File: src/rtl/pipeline_hazard_unit_pkg.sv
// -----------------------------------------------------------------------------
// cpu_pkg
// Shared definitions for the pipeline hazard/forwarding logic:
//   - REG_ADDR_W_DEFAULT : default register address width
//   - FWD_REGFILE/FWD_MEM/FWD_WB : EX operand forward-select encodings
//   - tracker_entry_t    : one in-flight instruction record in the tracker
// -----------------------------------------------------------------------------
package cpu_pkg;

    localparam int REG_ADDR_W_DEFAULT = 5;

    // Forward-select encodings: value k selects the result held in stage EX+k.
    localparam int FWD_REGFILE = 0;
    localparam int FWD_MEM     = 1;
    localparam int FWD_WB      = 2;

    // The rd field is sized by the package default; units instantiating the
    // tracker are expected to use the same register address width.
    typedef struct packed {
        logic                          valid;
        logic [REG_ADDR_W_DEFAULT-1:0] rd;
        logic                          reg_write;
        logic                          mem_read;
    } tracker_entry_t;

endpackage

File: src/rtl/pipeline_hazard_unit_if.sv
// -----------------------------------------------------------------------------
// pipeline_hazard_unit_if
// Bundle between the decode/core side (master) and the hazard unit (slave).
//   master drives: enable, id_* decode fields, ex_redirect
//   slave drives : stall, flush, ex_valid, fwd_sel_1/2, stall_count, flush_count
// -----------------------------------------------------------------------------
interface pipeline_hazard_unit_if #(
    parameter int REG_ADDR_W = 5,
    parameter int SEL_W      = 2
);
    logic                  enable;
    logic                  id_valid;
    logic [REG_ADDR_W-1:0] id_rs1;
    logic [REG_ADDR_W-1:0] id_rs2;
    logic                  id_use_rs1;
    logic                  id_use_rs2;
    logic [REG_ADDR_W-1:0] id_rd;
    logic                  id_reg_write;
    logic                  id_mem_read;
    logic                  ex_redirect;

    logic                  stall;
    logic                  flush;
    logic                  ex_valid;
    logic [SEL_W-1:0]      fwd_sel_1;
    logic [SEL_W-1:0]      fwd_sel_2;
    logic [31:0]           stall_count;
    logic [31:0]           flush_count;

    modport master (
        output enable, id_valid, id_rs1, id_rs2, id_use_rs1, id_use_rs2,
               id_rd, id_reg_write, id_mem_read, ex_redirect,
        input  stall, flush, ex_valid, fwd_sel_1, fwd_sel_2,
               stall_count, flush_count
    );

    modport slave (
        input  enable, id_valid, id_rs1, id_rs2, id_use_rs1, id_use_rs2,
               id_rd, id_reg_write, id_mem_read, ex_redirect,
        output stall, flush, ex_valid, fwd_sel_1, fwd_sel_2,
               stall_count, flush_count
    );
endinterface

File: src/rtl/pipeline_hazard_unit_match.sv
// -----------------------------------------------------------------------------
// hazard_match
// Combinational compare of one EX source register against the producer
// entries EX+1..EX+FWD_DEPTH. Returns the index of the youngest matching
// producer, or FWD_REGFILE when none matches.
//   src, use_src : EX source register and its "is read" bit
//   stage        : tracker entries 1..FWD_DEPTH
//   sel          : forward select
// -----------------------------------------------------------------------------
module hazard_match
    import cpu_pkg::*;
#(
    parameter int REG_ADDR_W = REG_ADDR_W_DEFAULT,
    parameter int FWD_DEPTH  = 2,
    parameter int SEL_W      = $clog2(FWD_DEPTH + 1)
) (
    input  logic [REG_ADDR_W-1:0] src,
    input  logic                  use_src,
    input  tracker_entry_t        stage [1:FWD_DEPTH],
    output logic [SEL_W-1:0]      sel
);

    // Scan oldest to youngest so the youngest match is the one left standing.
    // NOTE: sel gets its default before the loop; any path that skipped the
    // assignment would infer a latch.
    always_comb begin
        sel = SEL_W'(FWD_REGFILE);
        for (int k = FWD_DEPTH; k >= 1; k--) begin
            if (use_src && stage[k].valid && stage[k].reg_write &&
                stage[k].rd != '0 && stage[k].rd == src) begin
                sel = SEL_W'(k);
            end
        end
    end

endmodule

File: src/rtl/pipeline_hazard_unit.sv
// -----------------------------------------------------------------------------
// pipeline_hazard_unit
// Tracks destination registers in flight from EX to the last forwarding stage,
// drives EX operand forward selects, detects load-use hazards (stall IF/ID,
// bubble into ID/EX) and squashes IF/ID and ID/EX on an EX redirect.
//   clk, rst : core clock, synchronous active-high reset
//   bus      : pipeline_hazard_unit_if.slave (decode inputs, hazard outputs)
// Optional feature macro: PIPELINE_HAZARD_PERF_EN enables the 32-bit stall and
// flush performance counters; without it both counter outputs read 0.
// -----------------------------------------------------------------------------
module pipeline_hazard_unit
    import cpu_pkg::*;
#(
    parameter int REG_ADDR_W = REG_ADDR_W_DEFAULT,
    parameter int FWD_DEPTH  = 2,
    parameter int SEL_W      = $clog2(FWD_DEPTH + 1)
) (
    input  logic                   clk,
    input  logic                   rst,
    pipeline_hazard_unit_if.slave  bus
);

    // Entry 0 is the EX slot; entry k is stage EX+k.
    tracker_entry_t        tracker   [0:FWD_DEPTH];
    tracker_entry_t        fwd_stage [1:FWD_DEPTH];
    logic [REG_ADDR_W-1:0] ex_rs1;
    logic [REG_ADDR_W-1:0] ex_rs2;
    logic                  ex_use_rs1;
    logic                  ex_use_rs2;

    tracker_entry_t        load_entry;
    logic                  load_use_rs1;
    logic                  load_use_rs2;
    logic                  load_hit;
    logic                  stall;
    logic                  flush;

    // True when entry e is a live load whose rd is read by the ID instruction.
    function automatic logic reads_load(
        input tracker_entry_t        e,
        input logic [REG_ADDR_W-1:0] rs1,
        input logic [REG_ADDR_W-1:0] rs2,
        input logic                  use1,
        input logic                  use2
    );
        return e.valid && e.mem_read && e.reg_write && (e.rd != '0) &&
               ((use1 && e.rd == rs1) || (use2 && e.rd == rs2));
    endfunction

    assign flush = tracker[0].valid & bus.ex_redirect;

    // Load data is never forwarded from MEM. With only MEM forwarding
    // available, the consumer also has to wait while the load sits in MEM.
    always_comb begin
        load_hit = reads_load(tracker[0], bus.id_rs1, bus.id_rs2,
                              bus.id_use_rs1, bus.id_use_rs2);
        if (FWD_DEPTH < FWD_WB) begin
            load_hit = load_hit |
                       reads_load(tracker[FWD_MEM], bus.id_rs1, bus.id_rs2,
                                  bus.id_use_rs1, bus.id_use_rs2);
        end
    end

    // Flush wins over stall: the stalled consumer is being squashed anyway.
    assign stall = bus.id_valid & load_hit & ~flush;

    // What enters EX on the next advance: a bubble on flush/stall, else ID.
    always_comb begin
        load_entry   = '0;
        load_use_rs1 = 1'b0;
        load_use_rs2 = 1'b0;
        if (!(flush || stall)) begin
            load_entry.valid     = bus.id_valid;
            load_entry.rd        = bus.id_rd;
            load_entry.reg_write = bus.id_reg_write;
            load_entry.mem_read  = bus.id_mem_read;
            load_use_rs1         = bus.id_valid & bus.id_use_rs1;
            load_use_rs2         = bus.id_valid & bus.id_use_rs2;
        end
    end

    // NOTE: state updates use non-blocking assignments so every entry shifts
    // from its pre-edge value regardless of statement order.
    // NOTE: the tracker is a handful of flops, not a RAM, so clearing every
    // entry on reset is cheap and keeps stale rd fields out of simulation.
    always_ff @(posedge clk) begin
        if (rst) begin
            for (int k = 0; k <= FWD_DEPTH; k++) begin
                tracker[k] <= '0;
            end
            ex_rs1     <= '0;
            ex_rs2     <= '0;
            ex_use_rs1 <= 1'b0;
            ex_use_rs2 <= 1'b0;
        end else if (bus.enable) begin
            for (int k = FWD_DEPTH; k >= 1; k--) begin
                tracker[k] <= tracker[k-1];
            end
            tracker[0] <= load_entry;
            ex_rs1     <= bus.id_rs1;
            ex_rs2     <= bus.id_rs2;
            ex_use_rs1 <= load_use_rs1;
            ex_use_rs2 <= load_use_rs2;
        end
    end

    always_comb begin
        for (int k = 1; k <= FWD_DEPTH; k++) begin
            fwd_stage[k] = tracker[k];
        end
    end

    hazard_match #(
        .REG_ADDR_W (REG_ADDR_W),
        .FWD_DEPTH  (FWD_DEPTH),
        .SEL_W      (SEL_W)
    ) u_match_1 (
        .src     (ex_rs1),
        .use_src (ex_use_rs1),
        .stage   (fwd_stage),
        .sel     (bus.fwd_sel_1)
    );

    hazard_match #(
        .REG_ADDR_W (REG_ADDR_W),
        .FWD_DEPTH  (FWD_DEPTH),
        .SEL_W      (SEL_W)
    ) u_match_2 (
        .src     (ex_rs2),
        .use_src (ex_use_rs2),
        .stage   (fwd_stage),
        .sel     (bus.fwd_sel_2)
    );

    assign bus.stall    = stall;
    assign bus.flush    = flush;
    assign bus.ex_valid = tracker[0].valid;

`ifdef PIPELINE_HAZARD_PERF_EN
    logic [31:0] stall_count_q;
    logic [31:0] flush_count_q;

    // Counters wrap naturally at 32 bits; frozen cycles are not counted.
    always_ff @(posedge clk) begin
        if (rst) begin
            stall_count_q <= '0;
            flush_count_q <= '0;
        end else if (bus.enable) begin
            if (stall) stall_count_q <= stall_count_q + 32'd1;
            if (flush) flush_count_q <= flush_count_q + 32'd1;
        end
    end

    assign bus.stall_count = stall_count_q;
    assign bus.flush_count = flush_count_q;
`else
    assign bus.stall_count = '0;
    assign bus.flush_count = '0;
`endif

endmodule

File: src/flat_wrapper.sv
// flat-port wrapper written by rule: the top's interface ports become plain ports
module pipeline_hazard_unit_flat import cpu_pkg::*;
#(
    parameter int REG_ADDR_W = REG_ADDR_W_DEFAULT,
    parameter int FWD_DEPTH  = 2,
    parameter int SEL_W      = $clog2(FWD_DEPTH + 1)
)
  (clk, rst, bus_enable, bus_id_valid, bus_id_rs1, bus_id_rs2, bus_id_use_rs1, bus_id_use_rs2, bus_id_rd, bus_id_reg_write, bus_id_mem_read, bus_ex_redirect, bus_stall, bus_flush, bus_ex_valid, bus_fwd_sel_1, bus_fwd_sel_2, bus_stall_count, bus_flush_count);
  pipeline_hazard_unit_if #(.REG_ADDR_W(REG_ADDR_W), .SEL_W(SEL_W)) bus_i ();
  input  logic clk;
  input  logic rst;
  input wire logic [$bits(bus_i.enable)-1:0] bus_enable;
  input wire logic [$bits(bus_i.id_valid)-1:0] bus_id_valid;
  input wire logic [$bits(bus_i.id_rs1)-1:0] bus_id_rs1;
  input wire logic [$bits(bus_i.id_rs2)-1:0] bus_id_rs2;
  input wire logic [$bits(bus_i.id_use_rs1)-1:0] bus_id_use_rs1;
  input wire logic [$bits(bus_i.id_use_rs2)-1:0] bus_id_use_rs2;
  input wire logic [$bits(bus_i.id_rd)-1:0] bus_id_rd;
  input wire logic [$bits(bus_i.id_reg_write)-1:0] bus_id_reg_write;
  input wire logic [$bits(bus_i.id_mem_read)-1:0] bus_id_mem_read;
  input wire logic [$bits(bus_i.ex_redirect)-1:0] bus_ex_redirect;
  output wire logic [$bits(bus_i.stall)-1:0] bus_stall;
  output wire logic [$bits(bus_i.flush)-1:0] bus_flush;
  output wire logic [$bits(bus_i.ex_valid)-1:0] bus_ex_valid;
  output wire logic [$bits(bus_i.fwd_sel_1)-1:0] bus_fwd_sel_1;
  output wire logic [$bits(bus_i.fwd_sel_2)-1:0] bus_fwd_sel_2;
  output wire logic [$bits(bus_i.stall_count)-1:0] bus_stall_count;
  output wire logic [$bits(bus_i.flush_count)-1:0] bus_flush_count;
  assign bus_i.enable = bus_enable;
  assign bus_i.id_valid = bus_id_valid;
  assign bus_i.id_rs1 = bus_id_rs1;
  assign bus_i.id_rs2 = bus_id_rs2;
  assign bus_i.id_use_rs1 = bus_id_use_rs1;
  assign bus_i.id_use_rs2 = bus_id_use_rs2;
  assign bus_i.id_rd = bus_id_rd;
  assign bus_i.id_reg_write = bus_id_reg_write;
  assign bus_i.id_mem_read = bus_id_mem_read;
  assign bus_i.ex_redirect = bus_ex_redirect;
  assign bus_stall = bus_i.stall;
  assign bus_flush = bus_i.flush;
  assign bus_ex_valid = bus_i.ex_valid;
  assign bus_fwd_sel_1 = bus_i.fwd_sel_1;
  assign bus_fwd_sel_2 = bus_i.fwd_sel_2;
  assign bus_stall_count = bus_i.stall_count;
  assign bus_flush_count = bus_i.flush_count;
  pipeline_hazard_unit #(.REG_ADDR_W(REG_ADDR_W), .FWD_DEPTH(FWD_DEPTH), .SEL_W(SEL_W)) u_core (.clk(clk), .rst(rst), .bus(bus_i));
endmodule
File: config.mk
export PLATFORM = sky130hd
export DESIGN_NAME = pipeline_hazard_unit_flat
export DESIGN_NICKNAME = d
export VERILOG_FILES = /design/src/rtl/pipeline_hazard_unit_pkg.sv /design/src/rtl/pipeline_hazard_unit_if.sv /design/src/rtl/pipeline_hazard_unit_match.sv /design/src/rtl/pipeline_hazard_unit.sv /design/src/flat_wrapper.sv
export SDC_FILE = /design/constraint.sdc
export NUM_CORES = 1
export LEC_CHECK = 0
export ABC_CLOCK_PERIOD_IN_PS = 5000
export BUFFER_PORTS_ARGS = -buffer_cell sky130_fd_sc_hd__buf_4
export CORE_ASPECT_RATIO = 1.1
export CORE_MARGIN = 2
export CORE_UTILIZATION = 50
export CTS_CLUSTER_SIZE = 16
export DETAILED_ROUTE_END_ITERATION = 12
export GPL_TIMING_DRIVEN = 0
export PLACE_DENSITY = 0.84
export SYNTH_ARGS = -nofsm -noshare
export SYNTH_HDL_FRONTEND = slang
export SYNTH_SLANG_ARGS = --single-unit
File: constraint.sdc
create_clock -name clk -period 5 [get_ports clk]
set_input_delay 0.75 -clock clk [delete_from_list [all_inputs] [get_ports clk]]
set_output_delay 0.75 -clock clk [all_outputs]
set_load 0.005 [all_outputs]
==> summary.md, run 1 <==
| Metric | Value |
|---|---|
| Clock latency on the worst-skew pair | `about 300 ps` |
| Root Buffer | `clkbuf_8` |
| Via density | `a little over 4` |
| Hold Buf Count CTS | `0` |
| Post-synthesis mux area share | `between 4 and 5%` |
| Reg power frac | `between 40% and 50%` |
| TritonCTS Buffers | `5` |
| GRT overflow | `0` |
| Number of I/O pins | `95` |
| Cell area after synthesis | `~2200 µm²` |
| Combinational power share | `approximately 16%` |
| Final non-filler cell total | `approximately 360` |
| CP Class | `input pin to output port` |
| Xor-xnor portion of the synthesized cell area | `~12%` |
| DP Wirelength | `~3100 µm` |
| Startpoint Class | `input pin` |
| Max H-tree Level | `2` |
| Setup Fix Bufs, Post-CTS | `0` |
| Area share of fa/ha/maj cells after synthesis | `0%` |
| Syn. warnings | `0` |
| Power density over cell area | `between 200 and 300 nW/µm²` |
| Maximum VDD drop | `between 0.2 and 0.25 mV` |
| DRT iter0 DRCs | `between 40 and 50` |
| Routability cong. | `0.8258` |
| Fin crit share | `between 50 and 60%` |
| # rows | `25` |
| Cell Chain, Critical Path | `buf_4 -> xor2_1 -> nor4_1 -> nand3_1 -> a211o_1 -> buf_6 -> nor2_1 -> buf_4` |
| DR vias | `1509` |
| Clk_skew | `around 5.5 ps` |
| PostCTS Resize Cnt | `0` |
| CP max-delay cell | `nor4_1` |
| Number of synthesized register bits | `34` |
| Synth top area share | `between 30 and 40%` |
| Critical Path AT | `between 2000 and 2500 ps` |
| RSZ-0062 raised after global routing | `false` |
| Run status | `finished clean` |
| Worst hold path type | `register to register` |
| Gr usage total | `between 15 and 20%` |
| Setup TNS | `0 ps` |
| Switch share | `between 20% and 30%` |
| Share of cells above drive strength 1 | `between 30% and 40%` |
| Nets | `~330` |
| CP max FO | `10` |
| Number of diodes | `0` |
| Leak pwr | `~1.5 nW` |
| Final Total Pwr | `0.7735 mW` |
| Unique masters post-synth | `27` |
| Area contributors post-synth | `edfxtp_1 31%, buf_4 22%, dfxtp_1 11%` |
| Crit-path most repeated cell | `buf_4` |
| Port bufs | `30` |
| Clk sinks | `34` |
| Post-synthesis async set-or-reset flop share | `0%` |
| Height of the die | `~73 µm` |
| Worst Max-Slew Pin Slew | `833.0 ps` |
| Largest family of logic cells by synthesized area | `buffers and inverters` |
| Hold Vio Cnt, Final | `0` |
| CTS Buffer Depth | `2` |
| Main flop type after synthesis | `edfxtp_1` |
| Synth top cells by count | `64 x buf_4, 22 x edfxtp_1, 16 x xor2_1, 14 x and2_1, 14 x xnor2_1` |
| Setup-failing EPs final | `0` |
| Slew HR | `44.41%` |
| Die Wd | `66.61 µm` |
| Global-route wire length before repair | `roughly 6200 µm` |
| Synth Area in Compound Gates | `1.915%` |
| Area Overhead vs Synth | `31.17%` |
| Total wire length | `4028 µm` |
| Crit path time final | `2866 ps` |
| Max cap viols | `0` |
| Synth Area in Simple Gates | `between 15 and 20%` |
| WHS | `between 500 and 600 ps` |
| Slew Viols, Final | `0` |
| Avg Cell Area, Syn | `between 10 and 15 µm²` |
| Endpoint type of the worst setup path | `output port` |
| Clock Power Share | `40.7%` |
| Cells after synthesis | `between 200 and 250` |
| Routed length per instance | `roughly 11 µm` |
| Clock transition at path regs | `approximately 70 ps` |
| Crit path largest cell delay | `320 ps` |
| Die Area | `4854 µm²` |
| Largest net degree at the start of global routing | `23` |
| Post-synth EDFFs | `22` |
| Switch Pwr | `around 0.17 mW` |
| Int Pwr | `around 0.60 mW` |
| CTS tree | `built` |
| Sequential share of the synthesized area | `a little over two fifths` |
| # DRC | `0` |
| Post-route ant nets | `0` |
| Placed insts | `roughly 360` |
| Core area | `4223 µm²` |
| Vias in the first global route | `~1400` |
| Drt first pass iters | `4` |
| Crit path required time | `between 4000 and 5000 ps` |
| Fmax | `roughly 350 MHz` |
| Initial Utilization | `approximately half` |
| Most frequent cell after synthesis | `buf_4` |
| Initial antenna violation count | `0` |
| Synth area leader | `edfxtp_1` |
[registers in the layout, indices dropped and copies added, names as in the netlist]
| signal | flops |
|---|---|
| u_core.tracker | 22 |
| u_core.ex_rs2 | 5 |
| u_core.ex_rs1 | 5 |
| u_core.ex_use_rs1 | 1 |
| u_core.ex_use_rs2 | 1 |
[stage by stage]
stage	utilization [%]	setup slack, ps	area, µm²
3_3_place_gp	63.59	2152	2685
4_1_cts	66.96	2122	2828
6_report	66.96	2134	2828
5_1_grt	66.96	2031	2828
3_5_place_dp	63.59	2122	2685
2_1_floorplan	-	2468	2392
[cell type report]
type                    instances  area [µm²]
multi-input cells             169       984.7
plain buffers                  68       503.0
repair buffers                 30       225.2
flip-flops and latches         34       900.9
inverters                       1       3.754
clock buffers                   6       82.58
fillers                       348        1395
well taps                      54       67.56
clock inverters                 2       60.06
[power by group through the flow]
stage	Clock [mW]	Sequential (mW)	Combinational (mW)
2_1_floorplan	0	0.336	0.0928
3_3_place_gp	0	0.342	0.116
3_5_place_dp	0	0.343	0.119
4_1_cts	0.319	0.337	0.119
5_1_grt	0.333	0.339	0.135
6_report	0.315	0.337	0.121
[metal layers]
metal	GRT usage, %	part of all wire, %	up-vias
met5	0	0	-
met4	8.390	2.1	0
met3	5.864	5.9	7
met2	29.11	52	50
met1	20.74	40	677
li1	-	-	775
[final timing paths]
| kind | from | endpoint | slack (ps) | depth (start not counted) |
|---|---|---|---|---|
| max | bus_id_rs2[4] | bus_stall | 2130 | 8 |
| min | u_core.ex_use_rs1 | u_core.ex_use_rs1 | 560 | 1 |
| max reg2reg | u_core.tracker[0][6] | u_core.tracker[0][5] | 3080 | 6 |
| min reg2reg | u_core.ex_use_rs1 | u_core.ex_use_rs1 | 560 | 1 |
[kinds of logic (layout without fill, tap and decap cells)]
kind of cell,count (synthesis),after routing
AO/OA/AOI/OAI,5,5
XOR/XNOR,30,30
buffers and inverters,69,107
flip-flops,34,34
multiplexers,10,10
other,1,64
AND/OR/NAND/NOR,60,60
[worst max-delay path, delay by kind of cell]
kind / cells / cell delay (ps)
xor gates and xnor gates: 1 / 150
buffers and inverters: 3 / 390
and+or+nand+nor: 3 / 530
AOI/OAI and AO/OA: 1 / 300
[cell usage in the layout (no fill, tap or decap), drive strengths merged, types with 3 or more instances in the layout]
cell	n
and2	15
and3	10
buf	96
clkbuf	8
conb	64
dfxtp	12
edfxtp	22
mux2i	10
nand3	4
nand4	3
nor2	13
nor3	4
nor4	4
or4	3
xnor2	14
xor2	16
No activity file was read; power rests on OpenSTA's default activity.
==> run 2: changes to the inputs <==
--- a/config.mk
+++ b/config.mk
@@ -5,15 +5,15 @@
 export SDC_FILE = /design/constraint.sdc
 export NUM_CORES = 1
 export LEC_CHECK = 0
-export ABC_CLOCK_PERIOD_IN_PS = 5000
+export ABC_CLOCK_PERIOD_IN_PS = 2800
 export BUFFER_PORTS_ARGS = -buffer_cell sky130_fd_sc_hd__buf_4
 export CORE_ASPECT_RATIO = 1.1
 export CORE_MARGIN = 2
-export CORE_UTILIZATION = 50
+export CORE_UTILIZATION = 48
 export CTS_CLUSTER_SIZE = 16
 export DETAILED_ROUTE_END_ITERATION = 12
 export GPL_TIMING_DRIVEN = 0
-export PLACE_DENSITY = 0.84
+export PLACE_DENSITY = 0.81
 export SYNTH_ARGS = -nofsm -noshare
 export SYNTH_HDL_FRONTEND = slang
 export SYNTH_SLANG_ARGS = --single-unit
==> constraint.sdc (replaced) <==
create_clock -name clk -period 2.8 [get_ports clk]
set_input_delay 0.42 -clock clk [delete_from_list [all_inputs] [get_ports clk]]
set_output_delay 0.42 -clock clk [all_outputs]
set_load 0.005 [all_outputs]
==> run 2 against run 1 <==
Net effect:
- sequential share of layout area up 0.41 points
- flip-flop and latch count unchanged
- non-clock buffer count unchanged
- register-to-register slack worse by 2300 ps
- worst setup slack worse by 1800 ps
- routed wire length down 0.25%
==> summary.md, run 2 (same netlist as run 1, synthesis figures left out) <==
| Metric | Value |
|---|---|
| Routed length per instance | `11.04 µm (was 11.07 µm)` |
| CTS tree | `built (unchanged)` |
| Startpoint Class | `register (was input pin)` |
| Drt first pass iters | `4 (unchanged)` |
| Run status | `finished clean (unchanged)` |
| Leak pwr | `1.443 nW (was 1.462 nW)` |
| Max cap viols | `0 (unchanged)` |
| # DRC | `0 (unchanged)` |
| Via density | `4.080 (was 4.146)` |
| Largest regs | `u_core.tracker: 22 flops, u_core.ex_rs1: 5 flops, u_core.ex_rs2: 5 flops (unchanged)` |
| # rows | `25 (unchanged)` |
| Number of I/O pins | `95 (unchanged)` |
| Worst hold path type | `input pin to register (was register to register)` |
| R2R depth | `6 (unchanged)` |
| Critical Path AT | `2060 ps (was 2120 ps)` |
| Initial Utilization | `49.94% (was 51.05%)` |
| Crit path time final | `between 2000 and 2500 ps` |
| DR vias | `1485 (was 1509)` |
| Worst Hold Depth | `3 (was 1)` |
| Total wire length | `4018 µm (was 4028 µm)` |
| Crit path required time | `2380 ps (was 4250 ps)` |
| Setup Fix Bufs, Post-CTS | `0 (unchanged)` |
| CP max FO | `10 (unchanged)` |
| Root Buffer | `clkbuf_8 (unchanged)` |
| TritonCTS Buffers | `5 (unchanged)` |
| Port bufs | `30 (unchanged)` |
| CTS Buffer Depth | `2 (unchanged)` |
| DP Wirelength | `3151 µm (was 3148 µm)` |
| Clk sinks | `34 (unchanged)` |
| Dpl ws | `600.0 ps (was 2122 ps)` |
| Slew Viols, Final | `0 (unchanged)` |
| WHS | `396.7 ps (was 556.9 ps)` |
| Fmax | `approximately 400 MHz` |
| GRT overflow | `0 (unchanged)` |
| Max H-tree Level | `2 (unchanged)` |
| Commonest cells after routing, fill and taps aside | `94 x buf_4, 64 x conb_1, 22 x edfxtp_1 (unchanged)` |
| Final worst slack | `318.9 ps (was 2134 ps)` |
| Top reg by flops | `u_core.tracker (unchanged)` |
| Post-route ant nets | `0 (unchanged)` |
| Height of the die | `74.29 µm (was 72.87 µm)` |
| Initial antenna violation count | `0 (unchanged)` |
| Routability cong. | `0.8074 (was 0.8258)` |
| Max reg flops | `22 (unchanged)` |
| Clock latency on the worst-skew pair | `280 ps (was 300 ps)` |
| Largest net degree at the start of global routing | `23 (unchanged)` |
| Clock transition at path regs | `60 ps (was 70 ps)` |
| CP Class | `register to output port (was input pin to output port)` |
| Nets | `333 (unchanged)` |
| Slew HR | `45.04% (was 44.41%)` |
| Setup-failing EPs final | `0 (unchanged)` |
| Number of diodes | `0 (unchanged)` |
| Fin crit share | `88.61%` |
| Setup TNS | `0 ps (unchanged)` |
| Power density over cell area | `449.0 nW/µm² (was 273.5 nW/µm²)` |
| Hold Vio Cnt, Final | `0 (unchanged)` |
| Hold Buf Count CTS | `0 (unchanged)` |
| Most common cell after layout, fill and taps aside | `buf_4 (unchanged)` |
| RSZ-0062 raised after global routing | `false (unchanged)` |
| Core area | `4317 µm² (was 4223 µm²)` |
| RR Startpoint | `u_core.tracker[0][6] (unchanged)` |
| Endpoint type of the worst setup path | `output port (unchanged)` |
| Area Overhead vs Synth | `29.48% (was 31.17%)` |
| Global-route wire length before repair | `5782 µm (was 6237 µm)` |
| Gr usage total | `15.91% (was 17.69%)` |
| Die Wd | `67.90 µm (was 66.61 µm)` |
| Die Area | `5044 µm² (was 4854 µm²)` |
| DRT iter0 DRCs | `48 (was 44)` |
| PostCTS Resize Cnt | `0 (unchanged)` |
| Maximum VDD drop | `0.3328 mV (was 0.2167 mV)` |
| Worst Max-Slew Pin Slew | `823.4 ps (was 833.0 ps)` |
| Vias in the first global route | `1220 (was 1367)` |
| HP Start | `bus_id_rs2[0] (was u_core.ex_use_rs1)` |
| Share of cells above drive strength 1 | `33.55% (was 34.19%)` |
| Clk_skew | `6.797 ps (was 5.525 ps)` |
| Crit. Startpoint | `u_core.tracker[0][6] (was bus_id_rs2[4])` |
run 2: through the flow:
stage	area, µm²	std cells	util, %	power [mW]
after floorplan	2392	272	-	0.7666
after global placement	2685	356	62.20	0.8181
after detailed placement	2685	356	62.20	0.8228
after CTS	2791	364	64.67	1.254
after global routing	2791	364	64.67	1.310
final	2791	364	64.67	1.253
run 2: layout make-up:
class / count / area [µm²]
fillers: 370 / 1525
multi-input cells: 169 / 984.7
flip-flops and latches: 34 / 900.9
plain buffers: 68 / 503.0
repair buffers: 30 / 225.2
clock buffers: 7 / 76.32
well taps: 54 / 67.56
clock inverters: 1 / 30.03
inverters: 1 / 3.754
run 2: routing by layer:
| layer | vias up | GRT usage, % | wire length [µm] |
|---|---|---|---|
| met2 | 54 | 27.02 | 2142 |
| met3 | 8 | 4.992 | 261 |
| li1 | 775 | - | - |
| met5 | - | 0 | 0 |
| met4 | 0 | 6.000 | 59 |
| met1 | 648 | 18.83 | 1555 |
run 2: critical path: stages (launching register included):
cell,delay [ps]
edfxtp_1,460
xor2_1,170
nor4_1,350
nand3_1,150
a211o_1,310
buf_6,150
nor2_1,80
buf_4,110
run 2: path summary, 6_finish.rpt:
path | endpoint | slack, ps
setup / recovery | bus_stall | 320
hold / removal | u_core.ex_rs2[0] | 400
setup reg to reg | u_core.tracker[0][7] | 810
hold reg to reg | u_core.tracker[0][17] | 560
run 2: power by group:
group	switching, mW	leakage [nW]	internal (mW)	total (mW)
clock	0.170	0.0524	0.266	0.436
combinational	0.0879	1.05	0.128	0.216
sequential	0.0345	0.342	0.567	0.602
==> run 3: changes to the inputs <==
--- a/config.mk
+++ b/config.mk
@@ -9,11 +9,13 @@
 export BUFFER_PORTS_ARGS = -buffer_cell sky130_fd_sc_hd__buf_4
 export CORE_ASPECT_RATIO = 1.1
 export CORE_MARGIN = 2
-export CORE_UTILIZATION = 48
+export CORE_UTILIZATION = 41
 export CTS_CLUSTER_SIZE = 16
 export DETAILED_ROUTE_END_ITERATION = 12
+export GPL_ROUTABILITY_DRIVEN = 0
 export GPL_TIMING_DRIVEN = 0
-export PLACE_DENSITY = 0.81
+export HOLD_SLACK_MARGIN = 0.1
+export PLACE_DENSITY = 0.71
 export SYNTH_ARGS = -nofsm -noshare
 export SYNTH_HDL_FRONTEND = slang
 export SYNTH_SLANG_ARGS = --single-unit
==> run 3 against run 2 <==
Net effect:
- global-route usage fell by 1.7 points
- utilization fell by 8.5 points
- worst hold slack got worse by 15 ps
- total power rose by 8.3%
- via count fell by 0.81%
- critical path depth fell by 2
- first-iteration DRC count rose by 2.1%
- clock-buffer cell count fell by 2
- sequential share of layout area fell by 0.41 points
- critical path type unchanged
- clock power rose by 24%
- combinational power barely moved
- critical endpoint is now bus_fwd_sel_1[1]
- register-to-register slack improved by 50 ps
==> summary.md, run 3 (same netlist as run 1, synthesis figures left out) <==
| Metric | Value |
|---|---|
| Run status | `finished clean (unchanged)` |
| CTS Buffer Depth | `2 (unchanged)` |
| Slew HR | `45.44% (was 45.04%)` |
| GRT overflow | `0 (unchanged)` |
| Worst Max-Slew Pin Slew | `817.5 ps (was 823.4 ps)` |
| DP Wirelength | `3292 µm (was 3151 µm)` |
| Total wire length | `4058 µm (was 4018 µm)` |
| CP max FO | `4 (was 10)` |
| Global-route wire length before repair | `6272 µm (was 5782 µm)` |
| Number of diodes | `0 (unchanged)` |
| Max cap viols | `0 (unchanged)` |
| Crit path required time | `2380 ps (about the same)` |
| TritonCTS Buffers | `5 (unchanged)` |
| Root Buffer | `clkbuf_8 (unchanged)` |
| PostCTS Resize Cnt | `0 (unchanged)` |
| Fmax | `411.4 MHz (was 403.0 MHz)` |
| DRT iter0 DRCs | `49 (was 48)` |
| Startpoint Class | `register (unchanged)` |
| Clock transition at path regs | `70 ps (was 60 ps)` |
| Clk sinks | `34 (unchanged)` |
| Slew Viols, Final | `0 (unchanged)` |
| Gr usage total | `14.23% (was 15.91%)` |
| CP Class | `register to output port (unchanged)` |
| Fill cells | `473 (was 370)` |
| Worst hold path type | `input pin to register (unchanged)` |
| Commonest cells after routing, fill and taps aside | `94 x buf_4, 64 x conb_1, 22 x edfxtp_1 (unchanged)` |
| Maximum VDD drop | `0.4874 mV (was 0.3328 mV)` |
| Routed length per instance | `11.03 µm (was 11.04 µm)` |
| Power density over cell area | `480.0 nW/µm² (was 449.0 nW/µm²)` |
| Placed Area | `2690 µm² (was 2685 µm²)` |
| # rows | `27 (was 25)` |
| Share of cells above drive strength 1 | `34.19% (was 33.55%)` |
| Area Overhead vs Synth | `31.17% (was 29.48%)` |
| Nets | `333 (unchanged)` |
| Hold Buf Count CTS | `0 (unchanged)` |
| Top reg by flops | `u_core.tracker (unchanged)` |
| Setup-failing EPs final | `0 (unchanged)` |
| Largest net degree at the start of global routing | `23 (unchanged)` |
| Leak pwr | `1.459 nW (was 1.443 nW)` |
| Port bufs | `30 (unchanged)` |
| Design area | `2828 µm² (was 2791 µm²)` |
| Largest regs | `u_core.tracker: 22 flops, u_core.ex_rs1: 5 flops, u_core.ex_rs2: 5 flops (unchanged)` |
| Number of I/O pins | `95 (unchanged)` |
| Most common cell after layout, fill and taps aside | `buf_4 (unchanged)` |
| WHS | `381.8 ps (was 396.7 ps)` |
| Drt first pass iters | `4 (unchanged)` |
| Die Area | `5855 µm² (was 5044 µm²)` |
| Max reg flops | `22 (unchanged)` |
| Clk_skew | `4.454 ps (was 6.797 ps)` |
| Endpoint type of the worst setup path | `output port (unchanged)` |
| Height of the die | `80.05 µm (was 74.29 µm)` |
| Post-route ant nets | `0 (unchanged)` |
| Clock latency on the worst-skew pair | `280 ps (about the same)` |
| Core area | `5034 µm² (was 4317 µm²)` |
| Setup TNS | `0 ps (unchanged)` |
| RSZ-0062 raised after global routing | `false (unchanged)` |
| Fin crit share | `86.81% (was 88.61%)` |
| Vias in the first global route | `1328 (was 1220)` |
| Crit path time final | `2431 ps (was 2481 ps)` |
| Max H-tree Level | `2 (unchanged)` |
| Initial Utilization | `42.83% (was 49.94%)` |
| Hold Vio Cnt, Final | `0 (unchanged)` |
| Initial antenna violation count | `0 (unchanged)` |
| Die Wd | `73.14 µm (was 67.90 µm)` |
| Placed insts | `360 (was 356)` |
| DR vias | `1473 (was 1485)` |
| Final non-filler cell total | `368 (was 364)` |
| Critical Path AT | `2010 ps (was 2060 ps)` |
| # DRC | `0 (unchanged)` |
| CTS tree | `built (unchanged)` |
| Setup Fix Bufs, Post-CTS | `0 (unchanged)` |
| Via density | `4.003 (was 4.080)` |
## run 3: cell count changes in the layout (fill, tap and decap cells not counted)
cell and change:
clkbuf_1 -2, bufinv_16 +1, clkinv_4 +1
## run 3: cell type report
class                   instances  area (µm²)  area share, %
multi-input cells             169       984.7          34.82
well taps                      58       72.57          2.566
clock buffers                   5       68.82          2.434
flip-flops and latches         34       900.9          31.86
inverters                       1       3.754         0.1327
clock inverters                 3       68.82          2.434
repair buffers                 30       225.2          7.965
plain buffers                  68       503.0          17.79
## run 3: critical path, stage by stage (launching register included)
cell and delay (ps):
edfxtp_1 450, or4_1 550, o211ai_1 260, nor3_1 140, nor3_1 190, buf_4 140
## run 3: routing by layer
metal  part of all wire (%)  GRT usage, %
met5                      0             0
met4                    1.1         5.000
met3                    4.5         2.384
met2                     54         26.31
met1                     40         16.15
## run 3: worst paths after layout
path                          from              endpoint  slack (ps)  depth (start not counted)
max          u_core.tracker[0][11]      bus_fwd_sel_1[1]         370                          5
min                  bus_id_rs2[1]      u_core.ex_rs2[1]         380                          3
max reg2reg   u_core.tracker[0][2]  u_core.tracker[0][5]         860                          6
min reg2reg      u_core.ex_use_rs2     u_core.ex_use_rs2         550                          1
## run 3: metrics by stage
step	setup slack (ps)	power, mW	utilization (%)
floorplan	917.1	0.7666	-
global placement	572.8	0.8196	53.44
detailed placement	582.8	0.8245	53.44
CTS	333.6	1.363	56.18
global route	210.5	1.415	56.18
finish	369.2	1.357	56.18
## run 3: power breakdown
| group | switching, mW | total (mW) | leakage, nW | internal [mW] |
|---|---|---|---|---|
| combinational | 0.0882 | 0.216 | 1.05 | 0.128 |
| sequential | 0.0346 | 0.601 | 0.342 | 0.567 |
| clock | 0.183 | 0.540 | 0.0683 | 0.357 |
